`src/rtl/display_pkg.sv`:
```
// Shared types and helpers for the seven-segment scanner.
package display_pkg;

   // Active-low pattern with every segment dark.
   localparam logic [6:0] SEG_OFF = 7'h7F;

   typedef enum logic {
      S_BLANK,
      S_SHOW
   } scan_state_t;

   // Active-low digit select: only bit idx is low; bits at or above n stay high.
   function automatic logic [7:0] digit_onecold(input logic [2:0] idx, input int unsigned n);
      logic [7:0] v;
      v = 8'hFF;
      if (32'(idx) < n) begin
         v[idx] = 1'b0;
      end
      return v;
   endfunction

endpackage

```
`src/rtl/scan_slot_timer.sv`:
```
// Slot timer: free-running counter over one digit slot (blank + show).
// The counter holds the slot position of the cycle that begins at the next
// clock edge, so the strobes let the scanner register its outputs in step.
module scan_slot_timer #(
   parameter int unsigned TICK_DIV     = 50000,
   parameter int unsigned BLANK_CYCLES = 500
) (
   input  logic clk,
   input  logic rst,
   output logic blank_end,
   output logic slot_end
);

   localparam int unsigned CNT_W = $clog2(TICK_DIV);

   logic [CNT_W-1:0] r_cnt;

   // Count 0..TICK_DIV-1 and wrap.
   always_ff @(posedge clk or negedge rst) begin
      if (!rst) begin
         r_cnt <= '0;
      end else if (r_cnt == CNT_W'(TICK_DIV - 1)) begin
         r_cnt <= '0;
      end else begin
         r_cnt <= r_cnt + 1'b1;
      end
   end

   // blank_end: the next cycle is the first show cycle of the slot.
   // slot_end:  the next cycle is the last cycle of the slot.
   assign blank_end = (r_cnt == CNT_W'(BLANK_CYCLES));
   assign slot_end  = (r_cnt == CNT_W'(TICK_DIV - 1));

endmodule

```
`src/rtl/seven_segment_scanner.sv`:
```
// Time-multiplexed common-anode seven-segment driver with a double-buffered
// frame input and a blanking interval ahead of every digit.
module seven_segment_scanner
   import display_pkg::*;
#(
   parameter int unsigned NUM_DIGITS   = 4,
   parameter int unsigned TICK_DIV     = 50000,
   parameter int unsigned BLANK_CYCLES = 500
) (
   input  logic                    clk,
   input  logic                    rst,
   input  logic [NUM_DIGITS*7-1:0] frame_data,
   input  logic                    frame_valid,
   output logic                    frame_ready,
   output logic [6:0]              seg_n,
   output logic [NUM_DIGITS-1:0]   digit_sel_n,
   output logic                    frame_done
);

   localparam int unsigned IDX_W = (NUM_DIGITS > 1) ? $clog2(NUM_DIGITS) : 1;

   scan_state_t             r_state;
   logic [IDX_W-1:0]        r_idx;
   logic                    r_last;
   logic [6:0]              r_seg;
   logic [NUM_DIGITS-1:0]   r_sel;
   logic                    r_done;
   logic [NUM_DIGITS*7-1:0] r_active;
   logic [NUM_DIGITS*7-1:0] r_pend;
   logic                    r_pend_empty;

   logic       w_blank_end;
   logic       w_slot_end;
   logic       w_idx_last;
   logic       w_wrap;
   logic       w_hs;
   logic [7:0] w_onecold;
   logic [6:0] w_active_seg;
   logic       w_unused_onecold;

   scan_slot_timer #(
      .TICK_DIV    (TICK_DIV),
      .BLANK_CYCLES(BLANK_CYCLES)
   ) u_timer (
      .clk      (clk),
      .rst      (rst),
      .blank_end(w_blank_end),
      .slot_end (w_slot_end)
   );

   assign w_idx_last       = (r_idx == IDX_W'(NUM_DIGITS - 1));
   // Wrap cycle: last show cycle of the final digit, i.e. the current cycle.
   assign w_wrap           = (r_state == S_SHOW) && r_last && w_idx_last;
   assign w_hs             = frame_valid && r_pend_empty;
   assign w_onecold        = digit_onecold(3'(r_idx), NUM_DIGITS);
   assign w_unused_onecold = ^w_onecold;
   assign w_active_seg     = r_active[32'(r_idx) * 7 +: 7];

   // Slot FSM: outputs are registered for the cycle entered at each edge.
   always_ff @(posedge clk or negedge rst) begin
      if (!rst) begin
         r_state <= S_BLANK;
         r_idx   <= '0;
         r_last  <= 1'b0;
         r_seg   <= SEG_OFF;
         r_sel   <= '1;
         r_done  <= 1'b0;
      end else begin
         unique case (r_state)
            S_BLANK: begin
               r_done <= 1'b0;
               if (w_blank_end) begin
                  r_state <= S_SHOW;
                  r_sel   <= w_onecold[NUM_DIGITS-1:0];
                  r_seg   <= w_active_seg;
                  // A one-cycle show phase is also the last cycle of the slot.
                  r_last  <= w_slot_end;
                  r_done  <= w_slot_end && w_idx_last;
               end
            end
            S_SHOW: begin
               if (w_slot_end) begin
                  r_last <= 1'b1;
                  r_done <= w_idx_last;
               end else if (r_last) begin
                  r_last  <= 1'b0;
                  r_state <= S_BLANK;
                  r_seg   <= SEG_OFF;
                  r_sel   <= '1;
                  r_done  <= 1'b0;
                  r_idx   <= w_idx_last ? '0 : r_idx + 1'b1;
               end
            end
            default: begin
               r_state <= S_BLANK;
            end
         endcase
      end
   end

   // Frame buffers: pending takes handshakes, active swaps at the wrap.
   always_ff @(posedge clk or negedge rst) begin
      if (!rst) begin
         r_active     <= {NUM_DIGITS{SEG_OFF}};
         r_pend       <= {NUM_DIGITS{SEG_OFF}};
         r_pend_empty <= 1'b1;
      end else if (w_wrap) begin
         if (!r_pend_empty) begin
            r_active     <= r_pend;
            r_pend_empty <= 1'b1;
         end else if (w_hs) begin
            // Bypass: a frame arriving on the wrap goes straight to active.
            r_active <= frame_data;
         end
      end else if (w_hs) begin
         r_pend       <= frame_data;
         r_pend_empty <= 1'b0;
      end
   end

   assign frame_ready = r_pend_empty;
   assign seg_n       = r_seg;
   assign digit_sel_n = r_sel;
   assign frame_done  = r_done;

endmodule

```
`config.mk`:
```
export PLATFORM = sky130hd
export DESIGN_NAME = seven_segment_scanner
export DESIGN_NICKNAME = d
export VERILOG_FILES = /design/src/rtl/display_pkg.sv /design/src/rtl/scan_slot_timer.sv /design/src/rtl/seven_segment_scanner.sv
export SDC_FILE = /design/constraint.sdc
export NUM_CORES = 1
export LEC_CHECK = 0
export ABC_AREA = 1
export BUFFER_PORTS_ARGS = -buffer_cell sky130_fd_sc_hd__buf_4
export CAP_MARGIN = 25
export CORE_MARGIN = 1.5
export CORE_UTILIZATION = 30
export CTS_CLUSTER_SIZE = 16
export DETAILED_ROUTE_END_ITERATION = 8
export GPL_TIMING_DRIVEN = 0
export HOLD_SLACK_MARGIN = 0.12
export PLACE_DENSITY = 0.48
export SETUP_SLACK_MARGIN = 0.1
export SYNTH_ARGS = -nofsm -noshare
export SYNTH_HDL_FRONTEND = slang
export SYNTH_SLANG_ARGS = --single-unit
```
`constraint.sdc`:
```
create_clock -name clk -period 4.2 [get_ports clk]
set_input_delay 0.84 -clock clk [delete_from_list [all_inputs] [get_ports clk]]
set_output_delay 0.84 -clock clk [all_outputs]
set_load 0.01 [all_outputs]
```
==> run_results.csv, run 1 <==
group,metric,value,unit
worst_hold_path,path_class_of_the_lowest_slack_min_delay_path,"primary input to asynchronous set/reset pin",
sta,worst-slew-pin-transition,0.5791,ns
synthesis,yosys_warnings,0,
detailed_routing,vias,3643,
finish,area_of_all_sequential_standard_cells,0.002312,mm2
run_status,run_status,"finished clean",
sta,timing.final.crit_share,45.38,%
worst_setup_path,worstPathArrival,1.07,ns
placed_design,portBuffers,43,
worst_setup_path,path_buf_inv,1,
finish,insertedDiodeCount,0,
synthesis,synth_top_area_share,39.74,%
global_route,use_met1,19.82,%
floorplanning,die_height,125.4,um
cts,setup_repair_bufs_after_cts,0,
placed_design,dpl.cell_count,776,
global_route,grt.overflow.total,0,
finish,utilization,36.96,%
pwr,power-per-cell-area,349.8,mW/mm2
synthesis,cell_with_the_most_instances_after_synthesis,"sky130_fd_sc_hd__nor2_1",
sta,finalSetupViolations,0,
worst_setup_path,crit_path_max_fanout,6,
sta,worst_slew_margin_rel,61.39,%
floorplanning,core,0.01459,mm2
cts,cts.clk_slew.worst_paths,0.06,ns
synthesis,synth_async_sr_flop_share,100.0,%
synthesis,postSynthAreaPerCell,8.204,um2
detailed_routing,starting_drc_count_in_detailed_routing,175,
job,drv_cap,0,
floorplanning,initial_core_util,30.81,%
finish,n_fill_cell,1518,
global_route,track_usage,14.46,%
worst_setup_path,endpoint_kind,"primary output",
synthesis,yosysSeqAreaShare,51.43,%
detailed_routing,drtAntennaViolNets,0,
synthesis,synth_enable_flop_cells,0,
sta,maxSlewViolCount,0,
finish,final_cell_count_no_fill,791,
synthesis,syn_nets,585,
floorplanning,fp.dieW,125.4,um
synthesis,synth_top_cells_by_area,"sky130_fd_sc_hd__dfstp_2 (40%), sky130_fd_sc_hd__dfrtp_1 (12%), sky130_fd_sc_hd__nor2_1 (8.5%), sky130_fd_sc_hd__a21oi_1 (8.1%), sky130_fd_sc_hd__nand2_1 (8.1%)",
worst_setup_path,critPathLaunchType,"register",
detailed_routing,drt_pass1_iterations,4,
synthesis,syn-instance-count,548,
cts,cts_num_sinks,89,
synthesis,synth_top_cell_by_area,"sky130_fd_sc_hd__dfstp_2",
finish,areaGrowthSynthToFinish,19.96,%
sta,shortest_clock_period_the_worst_path_allows_after_layout,1.906,ns
synthesis,post_synth_most_frequent_cells,"sky130_fd_sc_hd__nor2_1 (102), sky130_fd_sc_hd__nand2_1 (97), sky130_fd_sc_hd__a21oi_1 (73)",
worst_setup_path,cp_slowest_cell,"sky130_fd_sc_hd__dfstp_2",
finish,post_route_cells_drive_above_1_share,27.02,%
detailed_routing,remaining_drc_errors,0,
cts,cts.htree.levels,3,
global_route,grt.busiest_layer,"met2",
pwr,power.ir.vdd_worst,0.2035,mV
sta,hold_viol_final,0,
sta,unrepaired_setup_endpoints_after_global_routing,"no",
floorplanning,design.portCount,44,
placed_design,hpwlAfterDp,7826,um
global_route,antenna_found_initial,0,
floorplanning,die-area,0.01573,mm2
cts,clk_root_buffer_cell,"sky130_fd_sc_hd__clkbuf_16",
detailed_routing,detail_route.vias_per_cell,4.606,
detailed_routing,detail_route.wl_per_cell,13.44,um
sta,maxClockFrequency,524.7,MHz
synthesis,synth_top_flop_cell,"sky130_fd_sc_hd__dfstp_2",
finish,multi_input_comb_area,0.001774,mm2
worst_setup_path,critical_path_required,3.36,ns
worst_setup_path,critical_path_class,"register to primary output",
detailed_routing,detail_route.wirelength,10630,um
pwr,power_leakage,2.590,nW
worst_setup_path,critPathMaxStageDelay,0.58,ns
cts,clockBufferDepth,2,
cts,cts_hold_buf,0,
global_route,number_of_global_route_vias_before_repair,3534,
synthesis,postSynthRegisterBits,89,
cts,clk-insertion-delay-late,0.35,ns
global_route,grt_util_met3,4.365,%
worst_setup_path,reg2regPathDepth,4,
cts,postCtsResizedCells,0,
sta,final.setup_skew,0.005065,ns
floorplanning,num_rows,44,
placed_design,finalWeightedCongestion,0.7920,
worst_setup_path,worst-path-stages,1,
cts,cts_tree,"built",
sta,setup_tns,0,ns
synthesis,synthDistinctLibCells,32,
cts,numCtsBuffers,9,
global_route,grt_max_degree,54,
worst_setup_path,cp_top_family,"flip-flops",
finish,fin_nets,640,
synthesis,synth.cell_area,0.004496,mm2
global_route,grt_first_pass_wirelength,18050,um
global_route,global_route.usage.met2,22.18,%
worst_setup_path,crit_chain,"buf_4",
## sequential cells by signal, summed over array words and instances (netlist names), 2 cells and up
signal	cells
r_active	28
u_timer.r_cnt	16
digit_sel_n	4
r_pend	28
seg_n	7
r_idx	2
## stage by stage
step	area, um2	setup WS [ns]	hold slack (ns)	power, mW
after floorplan	4496	2.682	0.4517	0.9890
after global placement	5049	2.354	0.4601	1.043
after detailed placement	5076	2.436	0.4644	1.050
after CTS	5393	2.271	0.4656	1.920
after global routing	5393	2.249	0.4872	1.976
final	5393	2.294	0.4564	1.887
## cells in the final DEF (no fill, tap or decap)
master                      instances
sky130_fd_sc_hd__nand2_2            3
sky130_fd_sc_hd__or2_2              1
sky130_fd_sc_hd__inv_1             57
sky130_fd_sc_hd__clkinv_1           1
sky130_fd_sc_hd__nor2_4             1
sky130_fd_sc_hd__dfrtp_1           21
sky130_fd_sc_hd__o21ai_1            1
sky130_fd_sc_hd__nand3b_1           1
sky130_fd_sc_hd__bufinv_16          1
sky130_fd_sc_hd__nand3_1           37
sky130_fd_sc_hd__clkinv_2           2
sky130_fd_sc_hd__a21oi_2            3
sky130_fd_sc_hd__nand3_4            1
sky130_fd_sc_hd__dfstp_2           68
sky130_fd_sc_hd__ha_1               6
sky130_fd_sc_hd__buf_4             49
sky130_fd_sc_hd__nand4_1           14
sky130_fd_sc_hd__clkbuf_16         10
sky130_fd_sc_hd__buf_12             1
sky130_fd_sc_hd__buf_16             1
sky130_fd_sc_hd__xor2_1            11
sky130_fd_sc_hd__a21oi_1           73
sky130_fd_sc_hd__buf_6              2
sky130_fd_sc_hd__nor2_2             1
sky130_fd_sc_hd__nor2_1           102
sky130_fd_sc_hd__buf_1              1
sky130_fd_sc_hd__clkbuf_8           3
sky130_fd_sc_hd__buf_2             11
sky130_fd_sc_hd__nand2_1           97
sky130_fd_sc_hd__o21ai_0           14
sky130_fd_sc_hd__clkbuf_1           7
sky130_fd_sc_hd__nand3_2            3
sky130_fd_sc_hd__nand2_4            1
sky130_fd_sc_hd__inv_2              1
sky130_fd_sc_hd__and2_2             1
## final timing paths
path	start	end	slack [ns]
setup / recovery	frame_ready$_DFFE_PN1P_	frame_ready	2.29
hold / removal	rst	u_timer.r_cnt[12]$_DFF_PN0_	0.46
setup reg to reg	frame_ready$_DFFE_PN1P_	r_active[17]$_DFFE_PN1P_	2.54
hold reg to reg	digit_sel_n[0]$_DFFE_PN1P_	digit_sel_n[0]$_DFFE_PN1P_	0.47
max in group asynchronous	rst	r_active[9]$_DFFE_PN1P_	3.04
min in group clk	digit_sel_n[0]$_DFFE_PN1P_	digit_sel_n[0]$_DFFE_PN1P_	0.47
## cells by family (layout without fill, tap and decap cells)
| logic type | after synthesis | count (layout) | share of synthesized area, % |
|---|---|---|---|
| AOI/OAI and AO/OA | 91 | 91 | 10.38 |
| buffers and inverters | 88 | 147 | 9.101 |
| adders and majority gates | 6 | 6 | 1.670 |
| and+or+nand+nor | 263 | 263 | 25.27 |
| DFF | 89 | 89 | 51.43 |
| xor gates and xnor gates | 11 | 11 | 2.143 |
## metal layers
metal | up-vias | share of wire [%]
li1 | 1849 | -
met1 | 1725 | 49
met2 | 63 | 46
met3 | 6 | 4.2
met4 | 0 | 0.66
met5 | - | 0
## cell type report
cell class,count,area share (%)
multi-input cells,371,32.90
repair buffers,44,6.497
clock inverters,2,0.6497
plain buffers,28,3.387
flip-flops and latches,89,42.88
well taps,184,4.269
clock buffers,13,5.220
inverters,60,4.200
## power by group
group	leakage [nW]	switching [mW]	internal, mW
clock	0.157	0.326	0.526
sequential	0.986	0.00873	0.913
combinational	1.45	0.0662	0.0463
total	2.59	0.401	1.49
No activity file was read; power rests on OpenSTA's default activity.
==> inputs of run 2 (changes only) <==
--- a/config.mk
+++ b/config.mk
@@ -5,7 +5,7 @@
 export SDC_FILE = /design/constraint.sdc
 export NUM_CORES = 1
 export LEC_CHECK = 0
-export ABC_AREA = 1
+export ABC_AREA = 0
 export BUFFER_PORTS_ARGS = -buffer_cell sky130_fd_sc_hd__buf_4
 export CAP_MARGIN = 25
 export CORE_MARGIN = 1.5
@@ -14,7 +14,7 @@
 export DETAILED_ROUTE_END_ITERATION = 8
 export GPL_TIMING_DRIVEN = 0
 export HOLD_SLACK_MARGIN = 0.12
-export PLACE_DENSITY = 0.48
+export PLACE_DENSITY = 0.5
 export SETUP_SLACK_MARGIN = 0.1
 export SYNTH_ARGS = -nofsm -noshare
 export SYNTH_HDL_FRONTEND = slang
==> constraint.sdc (replaced) <==
create_clock -name clk -period 1.6 [get_ports clk]
set_input_delay 0.32 -clock clk [delete_from_list [all_inputs] [get_ports clk]]
set_output_delay 0.32 -clock clk [all_outputs]
set_load 0.01 [all_outputs]
==> run 2 against run 1 <==
The run now ends with negative setup slack left. Final cell count decreased by 26%. Area after synthesis down 8.2%. Total power grew to 2.5 times the previous value. Non-clock buffer count increased by 4. Synthesized cell count is 39% lower. Combinational power increased by 130%. Clock skew shrank 0.0017 ns. Wire length fell by 15%. Global-route usage shrank 0.87 points.
==> run_results.csv, run 2 <==
group,metric,value,unit
placed_design,finalWeightedCongestion,0.7467,
finish,insertedDiodeCount,0,
cts,numCtsBuffers,9,
finish,post_route_cells_drive_above_1_share,53.68,%
detailed_routing,detail_route.vias_per_cell,4.676,
placed_design,portBuffers,43,
synthesis,post_synth_most_frequent_cells,"sky130_fd_sc_hd__dfstp_2 (68), sky130_fd_sc_hd__nor2_1 (37), sky130_fd_sc_hd__mux2i_1 (35)",
global_route,antenna_found_initial,0,
worst_setup_path,crit_chain,"or4_4 > nor4_4 > nand3b_4 > mux2_4",
worst_setup_path,cp_top_family,"simple AND/OR/NAND/NOR gates",
finish,areaGrowthSynthToFinish,28.65,%
cts,cts_num_sinks,89,
detailed_routing,detail_route.wl_per_cell,15.43,um
run_status,failing_checks,"negative setup slack",
detailed_routing,remaining_drc_errors,0,
floorplanning,initial_core_util,30.91,%
sta,hold_slack,0.1355,ns
global_route,track_usage,13.60,%
synthesis,synthDistinctLibCells,35,
worst_setup_path,critPathMaxStageDelay,0.55,ns
job,drv_cap,0,
cts,cts_tree,"built",
worst_hold_path,path_class_of_the_lowest_slack_min_delay_path,"primary input to register",
worst_setup_path,endpoint_kind,"register",
pwr,power.ir.vdd_worst,0.4717,mV
worst_setup_path,path_buf_inv,0,
detailed_routing,drtAntennaViolNets,0,
global_route,grt.overflow.total,0,
sta,finalSetupViolations,57,
detailed_routing,vias,2731,
worst_setup_path,critPathLaunchType,"register",
placed_design,hpwlAfterDp,6147,um
worst_setup_path,critical_path_class,"register to register",
cts,clk-insertion-delay-late,0.34,ns
run_status,run_status,"complete, but fails checks",
finish,final_cell_count_no_fill,584,
detailed_routing,detail_route.wirelength,9013,um
synthesis,synth_top_flop_cell,"sky130_fd_sc_hd__dfstp_2",
sta,setup_slack,-0.2962,ns
sta,unrepaired_setup_endpoints_after_global_routing,"yes",
sta,timing.final.crit_share,118.5,%
synthesis,synth_top_area_share,43.30,%
synthesis,synth.cell_area,0.004126,mm2
floorplanning,die-area,0.01447,mm2
cts,cts.clk_slew.worst_paths,0.06,ns
finish,final_common_cell,"sky130_fd_sc_hd__dfstp_2",
global_route,grt_max_degree,72,
detailed_routing,drt_pass1_iterations,4,
sta,final.setup_skew,0.003377,ns
finish,most-common-layout-cells,"sky130_fd_sc_hd__dfstp_2 (68), sky130_fd_sc_hd__buf_4 (56), sky130_fd_sc_hd__mux2i_1 (35), sky130_fd_sc_hd__nor2_1 (31)",
sta,shortest_clock_period_the_worst_path_allows_after_layout,1.896,ns
detailed_routing,starting_drc_count_in_detailed_routing,196,
synthesis,syn-instance-count,333,
synthesis,synth_enable_flop_cells,0,
synthesis,yosys_warnings,0,
cts,clockBufferDepth,2,
synthesis,syn_nets,370,
worst_setup_path,timing.rr.start,"u_timer.r_cnt[11]$_DFF_PN0_",
worst_setup_path,reg2regPathDepth,4,
floorplanning,core,0.01335,mm2
worst_setup_path,worstPathArrival,2.12,ns
worst_hold_path,min_delay_worst_endpoint,"frame_ready$_DFFE_PN1P_",
floorplanning,die_height,120.3,um
global_route,grt_first_pass_wirelength,14950,um
worst_setup_path,rrSetupSlack,-0.30,ns
placed_design,dpl.cell_count,553,
synthesis,yosysSeqAreaShare,56.03,%
worst_setup_path,cp_slowest_cell,"sky130_fd_sc_hd__or4_4",
worst_setup_path,reg_to_reg_critical_path_endpoint,"r_idx[1]$_DFFE_PN0P_",
floorplanning,design.portCount,44,
sta,setup_tns,-8.368,ns
sta,worst-slew-pin-transition,0.5433,ns
finish,largest_registers,"r_active (28), r_pend (28), u_timer.r_cnt (16)",
floorplanning,num_rows,42,
synthesis,cell_with_the_most_instances_after_synthesis,"sky130_fd_sc_hd__dfstp_2",
synthesis,synth_top_cell_by_area,"sky130_fd_sc_hd__dfstp_2",
worst_hold_path,hold_path_startpoint,"frame_valid",
sta,hold_viol_final,0,
synthesis,postSynthRegisterBits,89,
pwr,power_leakage,2.234,nW
sta,maxSlewViolCount,0,
worst_hold_path,min_delay_path_depth,2,
synthesis,synth_async_sr_flop_share,100.0,%
pwr,power-per-cell-area,892.5,mW/mm2
finish,fin_nets,440,
sta,maxClockFrequency,527.4,MHz
cts,clk_root_buffer_cell,"sky130_fd_sc_hd__clkbuf_16",
worst_setup_path,crit_path_max_fanout,5,
finish,n_fill_cell,1325,
floorplanning,fp.dieW,120.3,um
cts,cts.htree.levels,3,
synthesis,synth_top_cells_by_area,"sky130_fd_sc_hd__dfstp_2 (43%), sky130_fd_sc_hd__dfrtp_1 (13%), sky130_fd_sc_hd__mux2i_1 (8.5%), sky130_fd_sc_hd__mux2_2 (7.9%), sky130_fd_sc_hd__mux4_2 (3.8%)",
global_route,number_of_global_route_vias_before_repair,2844,
worst_setup_path,critical_path_required,1.82,ns
synthesis,postSynthAreaPerCell,12.39,um2
sta,worst_slew_margin_rel,63.78,%
run 2: through the flow:
stage                     setup WS, ns  util, %  total power, mW  instance area (um2)
after floorplan                -0.2781        -            2.579                 4175
after global placement         -0.4231    35.35            2.720                 4718
after detailed placement       -0.4492    35.55            2.736                 4746
after CTS                      -0.2781    39.45            4.829                 5265
after global routing           -0.3526    39.77            4.938                 5309
final                          -0.2962    39.77            4.738                 5309
run 2: layout make-up:
cell class / instances / area [um2] / share of cell area, %
plain buffers: 17 / 145.1 / 2.734
clock buffers: 12 / 267.8 / 5.044
clock inverters: 4 / 23.77 / 0.4478
inverters: 8 / 30.03 / 0.5656
multi-input cells: 219 / 1814 / 34.17
flip-flops and latches: 89 / 2315 / 43.60
well taps: 176 / 220.2 / 4.148
repair buffers: 59 / 493.0 / 9.286
run 2: power breakdown:
| part | internal [mW] | switching, mW | total [mW] |
|---|---|---|---|
| logic | 0.141 | 0.118 | 0.259 |
| clock network | 1.19 | 0.857 | 2.04 |
| registers | 2.40 | 0.0371 | 2.44 |
run 2: how the worst max path moves through the flow:
stage | from | to | slack (ns) | cells after the start
6_report | u_timer.r_cnt[11]$_DFF_PN0_ | r_idx[1]$_DFFE_PN0P_ | -0.30 | 4
5_1_grt | u_timer.r_cnt[11]$_DFF_PN0_ | r_idx[1]$_DFFE_PN0P_ | -0.35 | 4
4_1_cts | u_timer.r_cnt[11]$_DFF_PN0_ | r_idx[1]$_DFFE_PN0P_ | -0.28 | 4
3_5_place_dp | u_timer.r_cnt[0]$_DFF_PN0_ | seg_n[5]$_DFFE_PN1P_ | -0.45 | 7
3_3_place_gp | u_timer.r_cnt[0]$_DFF_PN0_ | seg_n[5]$_DFFE_PN1P_ | -0.42 | 7
2_1_floorplan | u_timer.r_cnt[5]$_DFF_PN0_ | r_idx[0]$_DFFE_PN0P_ | -0.28 | 4
run 2: repair_timing:
| action | 4_1_cts | 5_1_grt |
|---|---|---|
| setup buffers | 12 | 1 |
| hold buffers | 1 | 0 |
| resized for setup | 33 | 12 |
| endpoints found under the hold margin | 18 | 0 |
| cloned | 2 | 0 |
| setup endpoints to repair | 81 | 84 |
| pin swaps | 4 | 2 |
run 2: layer usage:
metal / global-route usage, % / up-vias / wire length, um
li1: - / 1317 / -
met1: 18.03 / 1363 / 4193
met5: 0 / - / 0
met4: 4.412 / 0 / 125
met2: 21.71 / 40 / 4405
met3: 3.585 / 11 / 289
run 2: worst reg2reg max path: stages (launching register included):
cell                       delay, ns
sky130_fd_sc_hd__dfrtp_2        0.41
sky130_fd_sc_hd__or4_4          0.55
sky130_fd_sc_hd__nor4_4         0.29
sky130_fd_sc_hd__nand3b_4       0.23
sky130_fd_sc_hd__mux2_4         0.31
run 2: kinds of logic (layout without fill, tap and decap cells):
kind of cell    after synthesis  count (layout)  synth area share [%]
xor+xnor                     12              12                 2.547
compound gates               39              39                 5.064
buf+inv                      25             100                 2.577
flops                        89              89                 56.03
fa+ha+maj                     6               6                 1.819
mux                          73              73                 20.77
simple gates                 89              89                 11.19
